[src/rtl/vga_rx_pkg.sv]
// Shared timing constants and state type for the VGA sync receiver.
package vga_rx_pkg;

  localparam int unsigned H_ACTIVE_DEF = 640;
  localparam int unsigned H_FP_DEF     = 16;
  localparam int unsigned H_SYNC_DEF   = 96;
  localparam int unsigned H_BP_DEF     = 48;
  localparam int unsigned V_ACTIVE_DEF = 480;
  localparam int unsigned V_FP_DEF     = 10;
  localparam int unsigned V_SYNC_DEF   = 2;
  localparam int unsigned V_BP_DEF     = 33;

  localparam int unsigned H_TOTAL   = H_SYNC_DEF + H_BP_DEF + H_ACTIVE_DEF + H_FP_DEF;
  localparam int unsigned V_TOTAL   = V_SYNC_DEF + V_BP_DEF + V_ACTIVE_DEF + V_FP_DEF;
  localparam int unsigned H_ACT_LO  = H_SYNC_DEF + H_BP_DEF;
  localparam int unsigned H_ACT_HI  = H_ACT_LO + H_ACTIVE_DEF - 1;
  localparam int unsigned V_ACT_LO  = V_SYNC_DEF + V_BP_DEF;
  localparam int unsigned V_ACT_HI  = V_ACT_LO + V_ACTIVE_DEF - 1;

  typedef enum logic [1:0] {SEARCH, MEASURE, LOCKED} rx_state_t;

  function automatic logic in_window(input logic [9:0] c, input logic [9:0] lo,
                                     input logic [9:0] hi);
    return (c >= lo) && (c <= hi);
  endfunction

endpackage

[src/rtl/vga_sync_receiver_sync_edge_detect.sv]
// Input register for an active-low sync line plus a one-cycle falling-edge pulse.
module sync_edge_detect (
  input  logic clk,
  input  logic rst,
  input  logic sync,
  output logic fall
);

  logic cur;
  logic prev;

  // Both stages clear on reset so a line already low at release is not an edge.
  always_ff @(posedge clk or posedge rst) begin
    if (rst) begin
      cur  <= 1'b0;
      prev <= 1'b0;
    end else begin
      cur  <= sync;
      prev <= cur;
    end
  end

  assign fall = prev & ~cur;

endmodule

[src/rtl/vga_sync_receiver.sv]
// VGA sink: locks to sync timing, recovers pixel coordinates/colour, flags violations.
// Optional frame checksum enabled by defining VGA_RX_CHECKSUM_EN.
module vga_sync_receiver
  import vga_rx_pkg::*;
#(
  parameter int unsigned H_ACTIVE    = H_ACTIVE_DEF,
  parameter int unsigned H_FP        = H_FP_DEF,
  parameter int unsigned H_SYNC      = H_SYNC_DEF,
  parameter int unsigned H_BP        = H_BP_DEF,
  parameter int unsigned V_ACTIVE    = V_ACTIVE_DEF,
  parameter int unsigned V_FP        = V_FP_DEF,
  parameter int unsigned V_SYNC      = V_SYNC_DEF,
  parameter int unsigned V_BP        = V_BP_DEF,
  parameter int unsigned LOCK_FRAMES = 2
) (
  input  logic        clk,
  input  logic        rst,
  input  logic        hsync_in,
  input  logic        vsync_in,
  input  logic [7:0]  red_in,
  input  logic [7:0]  green_in,
  input  logic [7:0]  blue_in,
  output logic        locked,
  output logic        pixel_valid,
  output logic [9:0]  pixel_x,
  output logic [9:0]  pixel_y,
  output logic [23:0] pixel_rgb,
  output logic        frame_start,
  output logic        timing_err,
  output logic [31:0] frame_sum,
  output logic        frame_sum_valid
);

  localparam logic [9:0] H_TOT  = 10'(H_SYNC + H_BP + H_ACTIVE + H_FP);
  localparam logic [9:0] V_TOT  = 10'(V_SYNC + V_BP + V_ACTIVE + V_FP);
  localparam logic [9:0] H_LAST = 10'(H_SYNC + H_BP + H_ACTIVE + H_FP - 1);
  localparam logic [9:0] V_LAST = 10'(V_SYNC + V_BP + V_ACTIVE + V_FP - 1);
  localparam logic [9:0] H_LO   = 10'(H_SYNC + H_BP);
  localparam logic [9:0] H_HI   = 10'(H_SYNC + H_BP + H_ACTIVE - 1);
  localparam logic [9:0] V_LO   = 10'(V_SYNC + V_BP);
  localparam logic [9:0] V_HI   = 10'(V_SYNC + V_BP + V_ACTIVE - 1);
  localparam logic [3:0] LOCK_N = 4'(LOCK_FRAMES);

  logic        hs_fall, vs_fall;
  logic [23:0] rgb_q;
  logic [9:0]  h_cnt, v_cnt, h_next, v_next;
  rx_state_t   state, state_n;
  logic [3:0]  good, good_n;
  logic        line_err, frame_err, viol;
  logic        start_n, err_n, valid_n;

  sync_edge_detect u_hs (.clk(clk), .rst(rst), .sync(hsync_in), .fall(hs_fall));
  sync_edge_detect u_vs (.clk(clk), .rst(rst), .sync(vsync_in), .fall(vs_fall));

  // h_next/v_next are the counts belonging to the sample now held in rgb_q,
  // which keeps pixel outputs exactly two cycles behind the input.
  always_comb begin
    h_next = hs_fall ? '0 : ((h_cnt == H_TOT) ? H_TOT : h_cnt + 10'd1);
    if (vs_fall)      v_next = '0;
    else if (hs_fall) v_next = (v_cnt == V_TOT) ? V_TOT : v_cnt + 10'd1;
    else              v_next = v_cnt;
  end

  assign line_err  = hs_fall && (h_cnt != H_LAST);
  assign frame_err = vs_fall && (v_cnt != V_LAST);
  assign viol      = line_err | frame_err;

  always_comb begin
    state_n = state;
    good_n  = good;
    start_n = 1'b0;
    err_n   = 1'b0;
    case (state)
      SEARCH: begin
        if (vs_fall) begin
          state_n = MEASURE;
          good_n  = '0;
          start_n = 1'b1;
        end
      end
      MEASURE: begin
        if (viol) begin
          good_n = '0;
          err_n  = 1'b1;
        end else if (vs_fall) begin
          start_n = 1'b1;
          good_n  = good + 4'd1;
          if (good + 4'd1 == LOCK_N) state_n = LOCKED;
        end
      end
      LOCKED: begin
        if (viol) begin
          state_n = SEARCH;
          good_n  = '0;
          err_n   = 1'b1;
        end else if (vs_fall) begin
          start_n = 1'b1;
        end
      end
      default: begin
        state_n = SEARCH;
        good_n  = '0;
      end
    endcase
  end

  assign valid_n = (state_n == LOCKED) && in_window(h_next, H_LO, H_HI)
                   && in_window(v_next, V_LO, V_HI);

  always_ff @(posedge clk or posedge rst) begin
    if (rst) begin
      state       <= SEARCH;
      good        <= '0;
      h_cnt       <= '0;
      v_cnt       <= '0;
      rgb_q       <= '0;
      frame_start <= 1'b0;
      timing_err  <= 1'b0;
      pixel_valid <= 1'b0;
      pixel_x     <= '0;
      pixel_y     <= '0;
      pixel_rgb   <= '0;
    end else begin
      state       <= state_n;
      good        <= good_n;
      h_cnt       <= h_next;
      v_cnt       <= v_next;
      rgb_q       <= {red_in, green_in, blue_in};
      frame_start <= start_n;
      timing_err  <= err_n;
      pixel_valid <= valid_n;
      if (valid_n) begin
        pixel_x   <= h_next - H_LO;
        pixel_y   <= v_next - V_LO;
        pixel_rgb <= rgb_q;
      end
    end
  end

  assign locked = (state == LOCKED);

`ifdef VGA_RX_CHECKSUM_EN
  logic [31:0] acc;

  always_ff @(posedge clk or posedge rst) begin
    if (rst) begin
      acc             <= '0;
      frame_sum       <= '0;
      frame_sum_valid <= 1'b0;
    end else begin
      frame_sum_valid <= 1'b0;
      if ((state == LOCKED) && vs_fall && !viol) begin
        frame_sum       <= acc;
        frame_sum_valid <= 1'b1;
        acc             <= '0;
      end else if (state_n != LOCKED) begin
        acc <= '0;
      end else if (valid_n) begin
        acc <= acc + {8'd0, rgb_q};
      end
    end
  end
`else
  assign frame_sum       = '0;
  assign frame_sum_valid = 1'b0;
`endif

endmodule

[config.mk]
export PLATFORM = sky130hd
export DESIGN_NAME = vga_sync_receiver
export DESIGN_NICKNAME = d
export VERILOG_FILES = /design/src/rtl/vga_rx_pkg.sv /design/src/rtl/vga_sync_receiver_sync_edge_detect.sv /design/src/rtl/vga_sync_receiver.sv
export SDC_FILE = /design/constraint.sdc
export NUM_CORES = 1
export LEC_CHECK = 0
export ABC_AREA = 1
export BUFFER_PORTS_ARGS = -buffer_cell sky130_fd_sc_hd__buf_4
export CAP_MARGIN = 5
export CORE_MARGIN = 2
export CORE_UTILIZATION = 50
export DETAILED_ROUTE_END_ITERATION = 12
export GPL_TIMING_DRIVEN = 0
export PLACE_DENSITY = 0.82
export SYNTH_ARGS = -nofsm -noshare
export SYNTH_HDL_FRONTEND = slang
export SYNTH_SLANG_ARGS = --single-unit
[constraint.sdc]
create_clock -name clk -period 4.6 [get_ports clk]
set_input_delay 0.23 -clock clk [delete_from_list [all_inputs] [get_ports clk]]
set_output_delay 0.23 -clock clk [all_outputs]
set_load 0.05 [all_outputs]
==> results.py <==
metrics = {
    "run_status": {
        "run_status": "finished clean",
    },
    "die": {
        "dieArea_um2": 10850,
        "ios": 109,
        "core_area_um2": 9774,
        "chipWidth_um": 104.2,
        "rows": 36,
        "start_util_pct": 51.32,
        "die_y_um": 104.2,
    },
    "detailed_routing": {
        "ant_nets": 0,
        "drc": 0,
        "avgRoutedWirePerCell_um": 12.23,
        "drt_first_pass_iters": 6,
        "drtIter0Drc": 215,
        "via_count": 4147,
        "avgViaCountPerCell": 4.707,
        "routed_wl_mm": 10.78,
    },
    "clocking": {
        "cts-htree-levels": 3,
        "numCtsBuffers": 9,
        "cts-resized-gates": 0,
        "clkLatencyLatePin_ns": 0.37,
        "cts_tree": "yes",
        "holdBufCountCts": 27,
        "clk_pin_slew_ns": 0.10,
        "post_cts_buffers": 0,
        "cts_sinks": 101,
        "ctsLongestPathBuffers": 2,
        "cts_root_buffer": "clkbuf_8",
    },
    "placement": {
        "dpl_worst_slack_ns": 1.850,
        "placed_area_um2": 5896,
        "hpwl_mm": 7.622,
        "io_buffers": 75,
        "routabilityCongestion": 0.9253,
    },
    "yosys": {
        "yosysTopAreaCell": "dfrtp_1",
        "synth_compound_gate_area_share_pct": 2.270,
        "synth_top_area_share_pct": 50.39,
        "synthAdderAreaFrac_pct": 3.991,
        "yosys.area_share.simple_pct": 29.46,
        "synth_mux_area_share_pct": 0,
        "yosysSeqAreaShare_pct": 50.39,
        "synthCells": 597,
        "synth.area.top_cells": "dfrtp_1 (50%), nand2_1 (14%), nand3_1 (8.6%), buf_4 (6.1%), inv_1 (5.1%)",
        "synth.cell_area_um2": 5016,
        "synth_cell_types": 28,
        "yosys_register_bits": 101,
        "synth_top_family_by_area": "simple AND/OR/NAND/NOR gates",
        "async_reset_ff_share_pct": 100.0,
        "synth.most_common_cell": "nand2_1",
        "yosys-top-cells-count": "nand2_1 (190), dfrtp_1 (101), nand3_1 (86)",
        "synth_edf_count": 0,
        "synth_area_per_cell_um2": 8.402,
        "ys.flop_type": "dfrtp_1",
        "synthXorXnorAreaFrac_pct": 1.397,
        "yosysWarnings": 0,
    },
    "critical_path": {
        "path_class": "reg -> reg",
        "r2r-end": "pixel_x[3]",
        "path_buf_inv": 2,
        "critical_path.endpoint_type": "flip-flop",
        "start_kind": "flip-flop",
        "worstPathMaxFanout": 10,
        "required_ns": 4.85,
        "cp_slowest_stage_delay_ns": 0.47,
        "worstPathCellList": "inv_1 -> nor2_2 -> nand2_1 -> nor3_1 -> o21ai_0 -> ha_1 -> nand2_1 -> nor2_1 -> nand3_1 -> nand2_1 -> nand2_1 -> nand2_1 -> nand2_2 -> nor2_8 -> nand2_8 -> buf_6 -> nand2_1 -> nand2_1",
        "worst_path_most_repeated_cell": "nand2_1",
        "crit_slowest_cell": "o21ai_0",
        "cp_top_family": "simple AND/OR/NAND/NOR gates",
        "worstRegToRegCells": 18,
        "rrSetupSlack_ns": 1.79,
        "worstPathArrival_ns": 3.06,
        "reg2reg_from": "h_cnt[0]",
    },
    "finish": {
        "fillCellCount": 755,
        "drive_above_1_share_pct": 20.59,
        "nNetsFinal": 787,
        "multi_input_area_um2": 1986,
        "area_delta_synth_final_pct": 26.86,
        "final_cell_area_um2": 6364,
        "antenna_cells": 0,
        "seqCellArea_um2": 2527,
    },
    "sta": {
        "tightestPinTransition_ns": 0.5838,
        "tns_ns": 0,
        "hold-worst-slack_ns": 0.3928,
        "rsz0062_at_grt": "false",
        "slew_headroom_pct": 60.67,
        "clock.fmax_mhz": 356.3,
        "final-setup-viol-count": 0,
        "min_period_ns": 2.806,
        "hold_viol_final": 0,
        "fin_crit_sh_pct": 61.01,
        "skew_ns": 0.01493,
        "fin_ws_ns": 1.794,
        "slew_viol_final": 0,
    },
    "grt": {
        "antenna_found_initial": 0,
        "grt-ovfl-total": 0,
        "grt_pass1_wl_mm": 18.22,
        "grt_usage_pct": 20.53,
        "grt_pass1_vias": 4078,
        "grt_max_degree": 75,
    },
    "run": {
        "max_cap_violations": 0,
    },
    "pwr": {
        "power.density_nw_per_um2": 299.6,
        "cellLeakagePower_uw": 0.003654,
        "vdd_ir_drop_max_mv": 0.2157,
    },
    "worst_hold_path": {
        "hold_class": "in -> async",
    },
}
## state kept, by name (all words and copies together) (netlist names)
name,cells
frame_start,1
good,4
h_cnt,10
pixel_rgb,24
pixel_valid,1
pixel_x,10
pixel_y,10
rgb_q,24
state,2
timing_err,1
u_hs.cur,1
u_hs.prev,1
u_vs.cur,1
u_vs.prev,1
v_cnt,10
## metal layers
metal / vias to the layer above / GRT usage [%] / part of all wire, %
met3: 17 / 4.010 / 5.8
met4: 0 / 7.046 / 1.6
met2: 147 / 36.65 / 51
li1: 2095 / - / -
met5: - / 0 / 0
met1: 1888 / 24.83 / 42
## how the worst max path moves through the flow
| stage | startpoint | end | slack [ns] | cells after the start |
|---|---|---|---|---|
| 3_5_place_dp | h_cnt[0] | pixel_y[6] | 1.85 | 18 |
| 3_3_place_gp | rst | h_cnt[4] | 0.77 | 2 |
| 4_1_cts | h_cnt[0] | pixel_x[3] | 1.83 | 18 |
| 2_1_floorplan | rst | frame_start | 1.72 | 1 |
| 5_1_grt | h_cnt[0] | pixel_x[3] | 1.52 | 18 |
| 6_report | h_cnt[0] | pixel_x[3] | 1.79 | 18 |
## final cells by class
cell class,instances,share of cell area (%)
Tap cell,133,2.615
Sequential cell,101,39.72
Clock buffer,9,1.947
Clock inverter,7,1.160
Multi-Input combinational cell,412,31.20
Timing Repair Buffer,103,13.53
Buffer,46,5.623
Inverter,70,4.208
## stage by stage
stage                     total power (uW)  cells  utilization [%]
after floorplan                       1263    629                -
after global placement                1331    837            60.01
after detailed placement              1348    838            60.32
after CTS                             1917    881            65.11
after global routing                  2003    881            65.11
final                                 1907    881            65.11
## report_power, final
part / leakage (uW) / internal [uW] / total, uW / switching [uW]
registers: 0.00133 / 929 / 967 / 38.2
logic: 0.00222 / 133 / 388 / 255
clock network: 0.000101 / 215 / 552 / 337
## worst min-delay path, cell delays in order
cell	delay [ns]
dlygate4sd3_1	0.53
buf_4	0.14
inv_4	0.27
## kinds of logic after synthesis
logic type               Yosys count
XOR/XNOR                           8
AND/OR/NAND/NOR                  335
buffers and inverters            116
adder cells (fa/ha/maj)           16
other                              1
AO/OA/AOI/OAI                     20
flip-flops                       101
## cells in the final DEF (no fill, tap or decap), types with 3 or more instances in the layout
cell	count
dfrtp_1	101
inv_1	67
nand2_1	190
nand3_1	86
nand2_2	4
conb_1	33
nor2_1	33
nor3_1	4
ha_1	16
a21oi_1	4
o21ai_0	10
o22ai_1	3
xor2_1	8
dlygate4sd3_1	27
nand4_1	8
buf_4	116
nor2_4	4
buf_6	4
clkbuf_8	9
No activity file was read; power rests on OpenSTA's default activity.
